File: config.mk
export PLATFORM = sky130hd
export DESIGN_NAME = debug_pram_bridge
export DESIGN_NICKNAME = d
export VERILOG_FILES = /design/src/rtl/debug_pram_bridge.sv
export SDC_FILE = /design/constraint.sdc
export NUM_CORES = 1
export LEC_CHECK = 0
export ABC_AREA = 1
export CORE_AREA = 2 2 136 138
export CTS_CLUSTER_SIZE = 40
export DETAILED_ROUTE_END_ITERATION = 8
export DIE_AREA = 0 0 138 140
export HOLD_SLACK_MARGIN = 0.12
export PLACE_DENSITY = 0.75
export SETUP_SLACK_MARGIN = 0.3
export SLEW_MARGIN = 20
export SYNTH_ARGS = -nofsm -noshare
export SYNTH_HDL_FRONTEND = slang
export SYNTH_SLANG_ARGS = --single-unit
File: constraint.sdc
create_clock -name clk -period 1.9 [get_ports clk]
set_input_delay 0.38 -clock clk [delete_from_list [all_inputs] [get_ports clk]]
set_output_delay 0.38 -clock clk [all_outputs]
set_load 0.1 [all_outputs]
File: src/rtl/debug_pram_bridge.sv
// debug_pram_bridge
//   Turns the debugger's 32-bit program-RAM word reads and writes into two
//   16-bit halfword transactions on a wait-stated memory port. The low half
//   goes first, then the high half (little-endian). The bridge has one
//   active transaction plus a one-deep pending slot, a per-halfword ack
//   timeout, and sticky error flags.
// Ports:
//   clk, sync_reset                        clock, synchronous active-high reset
//   dbg_write_req/addr/data                one-cycle word write request
//   dbg_read_req/addr                      one-cycle word read request
//   dbg_read_done, dbg_read_data           read completion pulse and held word
//   mem_req/we/addr/wdata, mem_ack/rdata   halfword memory port
//   busy                                   transaction active or request pending
//   err_clear, overflow_err, timeout_err   sticky error flags and their clear
module debug_pram_bridge #(
   parameter int WORD_ADDR_WIDTH = 14,
   parameter int TIMEOUT_CYCLES  = 255
) (
   input  logic                       clk,
   input  logic                       sync_reset,
   input  logic                       dbg_write_req,
   input  logic [WORD_ADDR_WIDTH-1:0] dbg_write_addr,
   input  logic [31:0]                dbg_write_data,
   input  logic                       dbg_read_req,
   input  logic [WORD_ADDR_WIDTH-1:0] dbg_read_addr,
   output logic                       dbg_read_done,
   output logic [31:0]                dbg_read_data,
   output logic                       mem_req,
   output logic                       mem_we,
   output logic [WORD_ADDR_WIDTH:0]   mem_addr,
   output logic [15:0]                mem_wdata,
   input  logic                       mem_ack,
   input  logic [15:0]                mem_rdata,
   output logic                       busy,
   input  logic                       err_clear,
   output logic                       overflow_err,
   output logic                       timeout_err
);

   localparam int             CW      = (TIMEOUT_CYCLES > 255) ? $clog2(TIMEOUT_CYCLES + 1) : 8;
   localparam logic [CW-1:0]  TMO_LIM = CW'(TIMEOUT_CYCLES);
   localparam logic           TMO_EN  = (TIMEOUT_CYCLES != 0);

   typedef enum logic [1:0] {IDLE, LO, HI, RESP} state_t;

   typedef struct packed {
      logic                       we;
      logic [WORD_ADDR_WIDTH-1:0] addr;
      logic [31:0]                data;
   } req_t;

   state_t        state;
   req_t          act;
   req_t          pend;
   logic          pend_vld;
   logic [CW-1:0] wait_cnt;
   logic [15:0]   lo_half;

   req_t in_wr, in_rd, first;
   logic launch, pend_nxt_vld, drop, tmo;
   req_t launch_req, pend_nxt;

   assign busy = (state != IDLE) || pend_vld;

   // The write is ordered ahead of a simultaneous read. Each request takes
   // the next free position in this order: active register, then pending
   // slot. Anything left over is dropped.
   always_comb begin
      in_wr        = '{we: 1'b1, addr: dbg_write_addr, data: dbg_write_data};
      in_rd        = '{we: 1'b0, addr: dbg_read_addr,  data: 32'h0};
      first        = dbg_write_req ? in_wr : in_rd;
      launch       = 1'b0;
      launch_req   = pend;
      pend_nxt_vld = pend_vld;
      pend_nxt     = pend;
      drop         = 1'b0;
      if (state == IDLE) begin
         if (pend_vld) begin
            // The pending request launches first; the freed slot can take a new request.
            launch       = 1'b1;
            launch_req   = pend;
            pend_nxt_vld = 1'b0;
            if (dbg_write_req || dbg_read_req) begin
               pend_nxt_vld = 1'b1;
               pend_nxt     = first;
            end
            if (dbg_write_req && dbg_read_req) drop = 1'b1;
         end else begin
            if (dbg_write_req || dbg_read_req) begin
               launch     = 1'b1;
               launch_req = first;
            end
            if (dbg_write_req && dbg_read_req) begin
               pend_nxt_vld = 1'b1;
               pend_nxt     = in_rd;
            end
         end
      end else if (!pend_vld) begin
         if (dbg_write_req || dbg_read_req) begin
            pend_nxt_vld = 1'b1;
            pend_nxt     = first;
         end
         if (dbg_write_req && dbg_read_req) drop = 1'b1;
      end else begin
         if (dbg_write_req || dbg_read_req) drop = 1'b1;
      end
      // An ack in the same cycle the limit is reached still completes the halfword.
      tmo = ((state == LO) || (state == HI)) && !mem_ack && TMO_EN && (wait_cnt == TMO_LIM);
   end

   always_ff @(posedge clk) begin
      if (sync_reset) begin
         state         <= IDLE;
         act           <= '0;
         pend          <= '0;
         pend_vld      <= 1'b0;
         wait_cnt      <= '0;
         lo_half       <= '0;
         dbg_read_done <= 1'b0;
         dbg_read_data <= '0;
         mem_req       <= 1'b0;
         mem_we        <= 1'b0;
         mem_addr      <= '0;
         mem_wdata     <= '0;
         overflow_err  <= 1'b0;
         timeout_err   <= 1'b0;
      end else begin
         pend_vld      <= pend_nxt_vld;
         pend          <= pend_nxt;
         dbg_read_done <= 1'b0;
         // A new error event wins over a clear that arrives in the same cycle.
         overflow_err  <= (overflow_err & ~err_clear) | drop;
         timeout_err   <= (timeout_err  & ~err_clear) | tmo;
         case (state)
            IDLE: begin
               if (launch) begin
                  state     <= LO;
                  act       <= launch_req;
                  mem_req   <= 1'b1;
                  mem_we    <= launch_req.we;
                  mem_addr  <= {launch_req.addr, 1'b0};
                  mem_wdata <= launch_req.data[15:0];
                  wait_cnt  <= '0;
               end
            end
            LO: begin
               if (mem_ack) begin
                  state     <= HI;
                  lo_half   <= mem_rdata;
                  mem_addr  <= {act.addr, 1'b1};
                  mem_wdata <= act.data[31:16];
                  wait_cnt  <= '0;
               end else if (tmo) begin
                  // Abort the whole word. A read still reports completion, with zero data.
                  mem_req <= 1'b0;
                  if (act.we) state <= IDLE;
                  else begin
                     state         <= RESP;
                     dbg_read_data <= '0;
                     dbg_read_done <= 1'b1;
                  end
               end else begin
                  wait_cnt <= wait_cnt + CW'(1);
               end
            end
            HI: begin
               if (mem_ack) begin
                  mem_req  <= 1'b0;
                  wait_cnt <= '0;
                  if (act.we) state <= IDLE;
                  else begin
                     state         <= RESP;
                     dbg_read_data <= {mem_rdata, lo_half};
                     dbg_read_done <= 1'b1;
                  end
               end else if (tmo) begin
                  mem_req <= 1'b0;
                  if (act.we) state <= IDLE;
                  else begin
                     state         <= RESP;
                     dbg_read_data <= '0;
                     dbg_read_done <= 1'b1;
                  end
               end else begin
                  wait_cnt <= wait_cnt + CW'(1);
               end
            end
            RESP: state <= IDLE;
            default: state <= IDLE;
         endcase
      end
   end

endmodule

==> reports/metrics.yaml, run 1 <==
sta:
  drv_slew: 0
  skew_ns: 0.006591
  slew_headroom_pct: 63.06
  timing.fmax_mhz: 561.8
  fin_hold_ws_ns: 0.4603
  rsz0062_at_grt: "yes"
  period_needed_ns: 1.780
  worstMarginPinSlew_ns: 0.5541
  setup-violations-final: 0
  finalHoldViolations: 0
  fin_crit_sh_pct: 93.69
place:
  dp_hpwl_mm: 17.14
  portBuffers: 150
  place_area_um2: 10890
  post-place-cells: 1654
  place.gp.congestion: 0.8335
flow_run:
  cap_violations: 0
floorplan:
  io_pins: 151
  coreArea_um2: 17780
  die_h_um: 140
  dieArea_um2: 19320
  initial_core_util_pct: 49.06
  rows: 49
  die_x_um: 138
worst_setup_path:
  critical_path_class: "flop to flop"
  crit_arrival_ns: 2.07
  crit_fanout: 8
  startpoint_type: "flop"
  regToRegSetupSlack_ns: 0.12
  endpoint_kind: "flop"
  crit_required_ns: 2.19
synth:
  yosysMostFrequentCell: "nand2_1"
  synth_seq_cells: 172
  synth_top_area_share_pct: 39.47
  syn_nets: 1395
  async_flop_share_pct: 0
  syn_inst: 1308
  synth-edff-count: 0
  ys_seq_area_share_pct: 39.47
  yosys-top-cells-count: "nand2_1, dfxtp_1, a21oi_1, o21ai_0, inv_1"
  syn_area_per_cell_um2: 6.669
  syn_area_um2: 8723
  synth_top_cell_by_area: "dfxtp_1"
  yosys_warnings: 0
  synth_cell_type_count: 30
  synth_flop_cell: "dfxtp_1"
  synth_area_leaders: "dfxtp_1, nand2_1, a21oi_1"
cts:
  clkLatencyLatePin_ns: 0.43
  clock_sinks: 172
  cts_tree: "done"
  numCtsBuffers: 17
  clkTransAtPathRegs_ns: 0.07
  root_buffer: "clkbuf_16"
  htreeDepth: 4
  clock_path_buffers: 2
  cts-hold-fix-buffers: 0
layout:
  layout.cells.non_filler: 1718
  regArea_um2: 3452
  drive_above_1_share_pct: 18.87
  final_nets: 1563
  areaGrowthSynthToFinish_pct: 41.19
  num-fill-cells: 1435
  fin_area_um2: 12320
  multi_input_area_um2: 4671
  diodes: 0
min_path:
  min_path_type: "flop to flop"
detailed_routing:
  drc: 0
  dr.pass1.iters: 5
  ant_nets: 0
  initialDrtViolationCount: 918
  routed_wirelength_mm: 28.07
  viasPerCell: 5.544
  via_count: 9525
  wl_per_cell_um: 16.34
global_route:
  grt-ovfl-total: 0
  antenna_found_initial: 0
  grt_pass1_vias: 8654
  grt_max_degree: 66
  grt_usage_pct: 27.00
  grt_pass1_wl_mm: 43.38
pwr:
  ir_drop_mv: 0.7085
  p_leak_nw: 5.101
  power_density_nw_per_um2: 945.0
run_status:
  status: "completed"
-- per-layer routing --
metal / up-vias / global-route usage [%] / part of all wire, %
met1: 4408 / 37.11 / 44
met3: 52 / 5.333 / 7.4
met2: 377 / 43.25 / 46
met4: 0 / 8.002 / 2.3
met5: - / 0 / 0
li1: 4688 / - / -
-- through the flow --
step                utilization (%)  setup slack [ns]  power, mW  TNS (ns)
finish                        69.28            0.1199      11.64         0
global route                  69.28           0.07618      12.13         0
CTS                           66.02            0.2254      11.30         0
detailed placement            61.27           -0.2039      7.725    -11.91
global placement              61.27           -0.1252      7.667    -7.143
floorplan                         -            0.2893      6.508         0
-- cells by family after synthesis --
group	Yosys count	synth area share, %
compound gates	425	27.18
fa+ha+maj	5	0.7172
buf+inv	229	10.56
flops	172	39.47
simple gates	477	22.07
-- timing repair --
| item | CTS | global route |
|---|---|---|
| buffers inserted | 10 | 7 |
| setup endpoints to repair | 93 | 121 |
| resized for setup | 29 | 96 |
| gates cloned | 3 | 12 |
| pin swaps | 4 | 8 |
| hold endpoints to repair | 0 | 0 |
-- worst max-delay path, stage by stage (launching register included) --
cell     delay, ns
dfxtp_4       0.37
inv_4         0.04
ha_4          0.27
nand3_4       0.08
nor2_4        0.15
nand2_4       0.08
nor2_4        0.13
nand2_4       0.13
buf_12        0.19
nand3_1       0.10
a21oi_1       0.08
-- power breakdown --
| group | total [mW] | internal (mW) | switching (mW) | leakage (nW) |
|---|---|---|---|---|
| clock | 3.51 | 1.97 | 1.55 | 0.277 |
| combinational | 3.87 | 1.42 | 2.45 | 3.41 |
| sequential | 4.26 | 3.97 | 0.291 | 1.41 |
-- sequential cells by signal, indices dropped and copies added (netlist names) --
name,count
pend_vld,1
mem_wdata,16
timeout_err,1
overflow_err,1
act,31
mem_req,1
lo_half,16
pend,47
state,2
dbg_read_done,1
mem_addr,15
dbg_read_data,32
wait_cnt,8
-- final timing paths --
| check | depth (start not counted) | end | from |
|---|---|---|---|
| worst max-delay path | 10 | dbg_read_data[23] | state[0] |
| worst max register to register | 10 | dbg_read_data[23] | state[0] |
| worst min register to register | 2 | dbg_read_data[15] | lo_half[15] |
| worst min-delay path | 2 | dbg_read_data[15] | lo_half[15] |
-- placed cells by master (no fill, tap or decap), drive strengths merged, types with 58 or more instances in the layout --
master / instances
nand2: 301
clkdlybuf4s50: 78
buf: 151
nor2: 107
a21oi: 157
o211ai: 85
inv: 141
dfxtp: 172
nand3: 58
o21ai: 177
-- cell type report --
class                           count  area share (%)
Multi-Input combinational cell    907           37.92
Clock buffer                       18           3.484
Tap cell                          229           2.326
Inverter                          138           4.460
Clock inverter                     14           1.310
Sequential cell                   172           28.03
Timing Repair inverter              2          0.1625
Timing Repair Buffer              238           22.31
Power figures use the tool's default switching activity.
==> run 2: changes to the inputs <==
Settings changed: SKIP_CTS_REPAIR_TIMING from default to 1.
==> run 2 against run 1 <==
Compared with the run above:
- fmax up 1.7%
- critical endpoint is now dbg_read_data[14]
- clock skew up 0.0039 ns
- power down 2.6%
- die area unchanged
- first-iteration DRC count down 23%
- combinational power down 7.5%
- critical path depth unchanged
- sequential power about the same
- final area down 3.4%
- worst hold slack worse by 0.0025 ns
- clock power about the same
- largest cell class unchanged
==> reports/metrics.yaml, run 2 (synthesis gave the netlist of run 1 again) <==
run_status:
  status: "completed"
floorplan:
  die_x_um: 138
  dieArea_um2: 19320
  die_h_um: 140
  io_pins: 151
  rows: 49
  coreArea_um2: 17780
  initial_core_util_pct: 49.06
sta:
  timing.fmax_mhz: 571.3
  finalHoldViolations: 0
  drv_slew: 0
  setup-violations-final: 0
  skew_ns: 0.01046
  slew_headroom_pct: 63.42
  tns_ns: 0
  fin_hold_ws_ns: 0.4577
  worstMarginPinSlew_ns: 0.5487
  finalWorstSetupSlack_ns: 0.1496
  period_needed_ns: 1.750
  fin_crit_sh_pct: 92.13
  rsz0062_at_grt: "yes"
global_route:
  grt-ovfl-total: 0
  antenna_found_initial: 0
  grt_usage_pct: 26.25
  grt_pass1_vias: 8524
  grt_pass1_wl_mm: 42.39
  grt_max_degree: 66
pwr:
  p_sw_share_pct: 36.55
  internal_power_mw: 7.195
  pwr-share-seq_pct: 37.5
  p_leak_nw: 4.944
  ir_drop_mv: 0.6716
  p_switching_mw: 4.144
  pwr-share-clk_pct: 30.9
  pwr-share-comb_pct: 31.6
  power_mw: 11.34
  power_density_nw_per_um2: 952.7
cts:
  htreeDepth: 4
  clock_path_buffers: 2
  cts_tree: "done"
  numCtsBuffers: 17
  clock_sinks: 172
  clkTransAtPathRegs_ns: 0.07
  clkLatencyLatePin_ns: 0.43
  root_buffer: "clkbuf_16"
place:
  place.gp.congestion: 0.8335
  portBuffers: 150
  post-place-cells: 1654
  place_area_um2: 10890
  dp_slack_ns: -0.2039
  dp_hpwl_mm: 17.14
worst_setup_path:
  crit_arrival_ns: 2.04
  startpoint_type: "flop"
  crit_required_ns: 2.19
  crit_family: "simple AND/OR/NAND/NOR gates"
  critical_path_class: "flop to flop"
  crit_chain: "inv_4, ha_4, nand3_4, nor2_4, nand2_4, nor2_4, nand2_4, clkbuf_16, nand3_2, a21oi_1"
  crit_slowest_cell: "dfxtp_4"
  crit_fanout: 8
  max_stage_delay_ns: 0.37
  cp_num_buf_inv: 2
  endpoint_kind: "flop"
flow_run:
  cap_violations: 0
layout:
  largest_reg_flops: 47
  drive_above_1_share_pct: 16.28
  num-fill-cells: 1493
  areaGrowthSynthToFinish_pct: 36.45
  diodes: 0
  layout_commonest_cell: "nand2_1"
  reg_top3: "pend x47, dbg_read_data x32, act x31"
  final_nets: 1542
  regMostFlops: "pend"
  final_core_util_pct: 66.95
  final_cell_mix: "nand2_1, dfxtp_1, a21oi_1, o21ai_0, inv_1"
  fin_area_um2: 11900
  layout.cells.non_filler: 1697
detailed_routing:
  dr.pass1.iters: 5
  drc: 0
  via_count: 9304
  viasPerCell: 5.483
  initialDrtViolationCount: 711
  ant_nets: 0
  wl_per_cell_um: 15.61
  routed_wirelength_mm: 26.49
min_path:
  min_path_type: "flop to flop"
run 2: changes by cell type in the layout (fill, tap and decap cells not counted), moves of 4 or more:
cell / change
nor2_1: +7
clkbuf_16: -4
a21oi_1: +7
o21ai_1: +6
buf_4: -8
nor2_2: -4
a21oi_2: -7
run 2: per-layer routing:
metal,vias to the layer above,GRT usage (%),part of all wire (%)
li1,4635,-,-
met1,4318,36.23,45
met2,312,42.00,46
met3,39,5.094,6.5
met4,0,7.626,1.7
met5,-,0,0
run 2: tightest hold or removal path, stage by stage (launching register included):
cell and delay (ns):
dfxtp_1 0.31, nand2_1 0.06, a21oi_1 0.05
run 2: power groups by stage:
stage	sequential [mW]	clock, mW	combinational (mW)
after detailed placement	4.31	0	3.42
after global placement	4.31	0	3.36
final	4.26	3.50	3.58
after global routing	4.29	3.70	3.85
after floorplan	5.07	0	1.44
after CTS	4.24	3.54	3.43
run 2: final timing paths:
kind | startpoint | to | slack [ns] | cells after the start
max | state[0] | dbg_read_data[14] | 0.15 | 10
min | lo_half[15] | dbg_read_data[15] | 0.46 | 2
max reg2reg | state[0] | dbg_read_data[14] | 0.15 | 10
min reg2reg | lo_half[15] | dbg_read_data[15] | 0.46 | 2
run 2: layout make-up:
| class | count | area (um^2) | area share (%) |
|---|---|---|---|
| multi-input combinational | 907 | 4586 | 38.53 |
| sequential | 172 | 3452 | 29.00 |
| timing repair buffer | 219 | 2447 | 20.56 |
| inverter | 138 | 540.5 | 4.541 |
| clock buffer | 18 | 429.2 | 3.606 |
| tap | 229 | 286.5 | 2.407 |
| clock inverter | 14 | 161.4 | 1.356 |
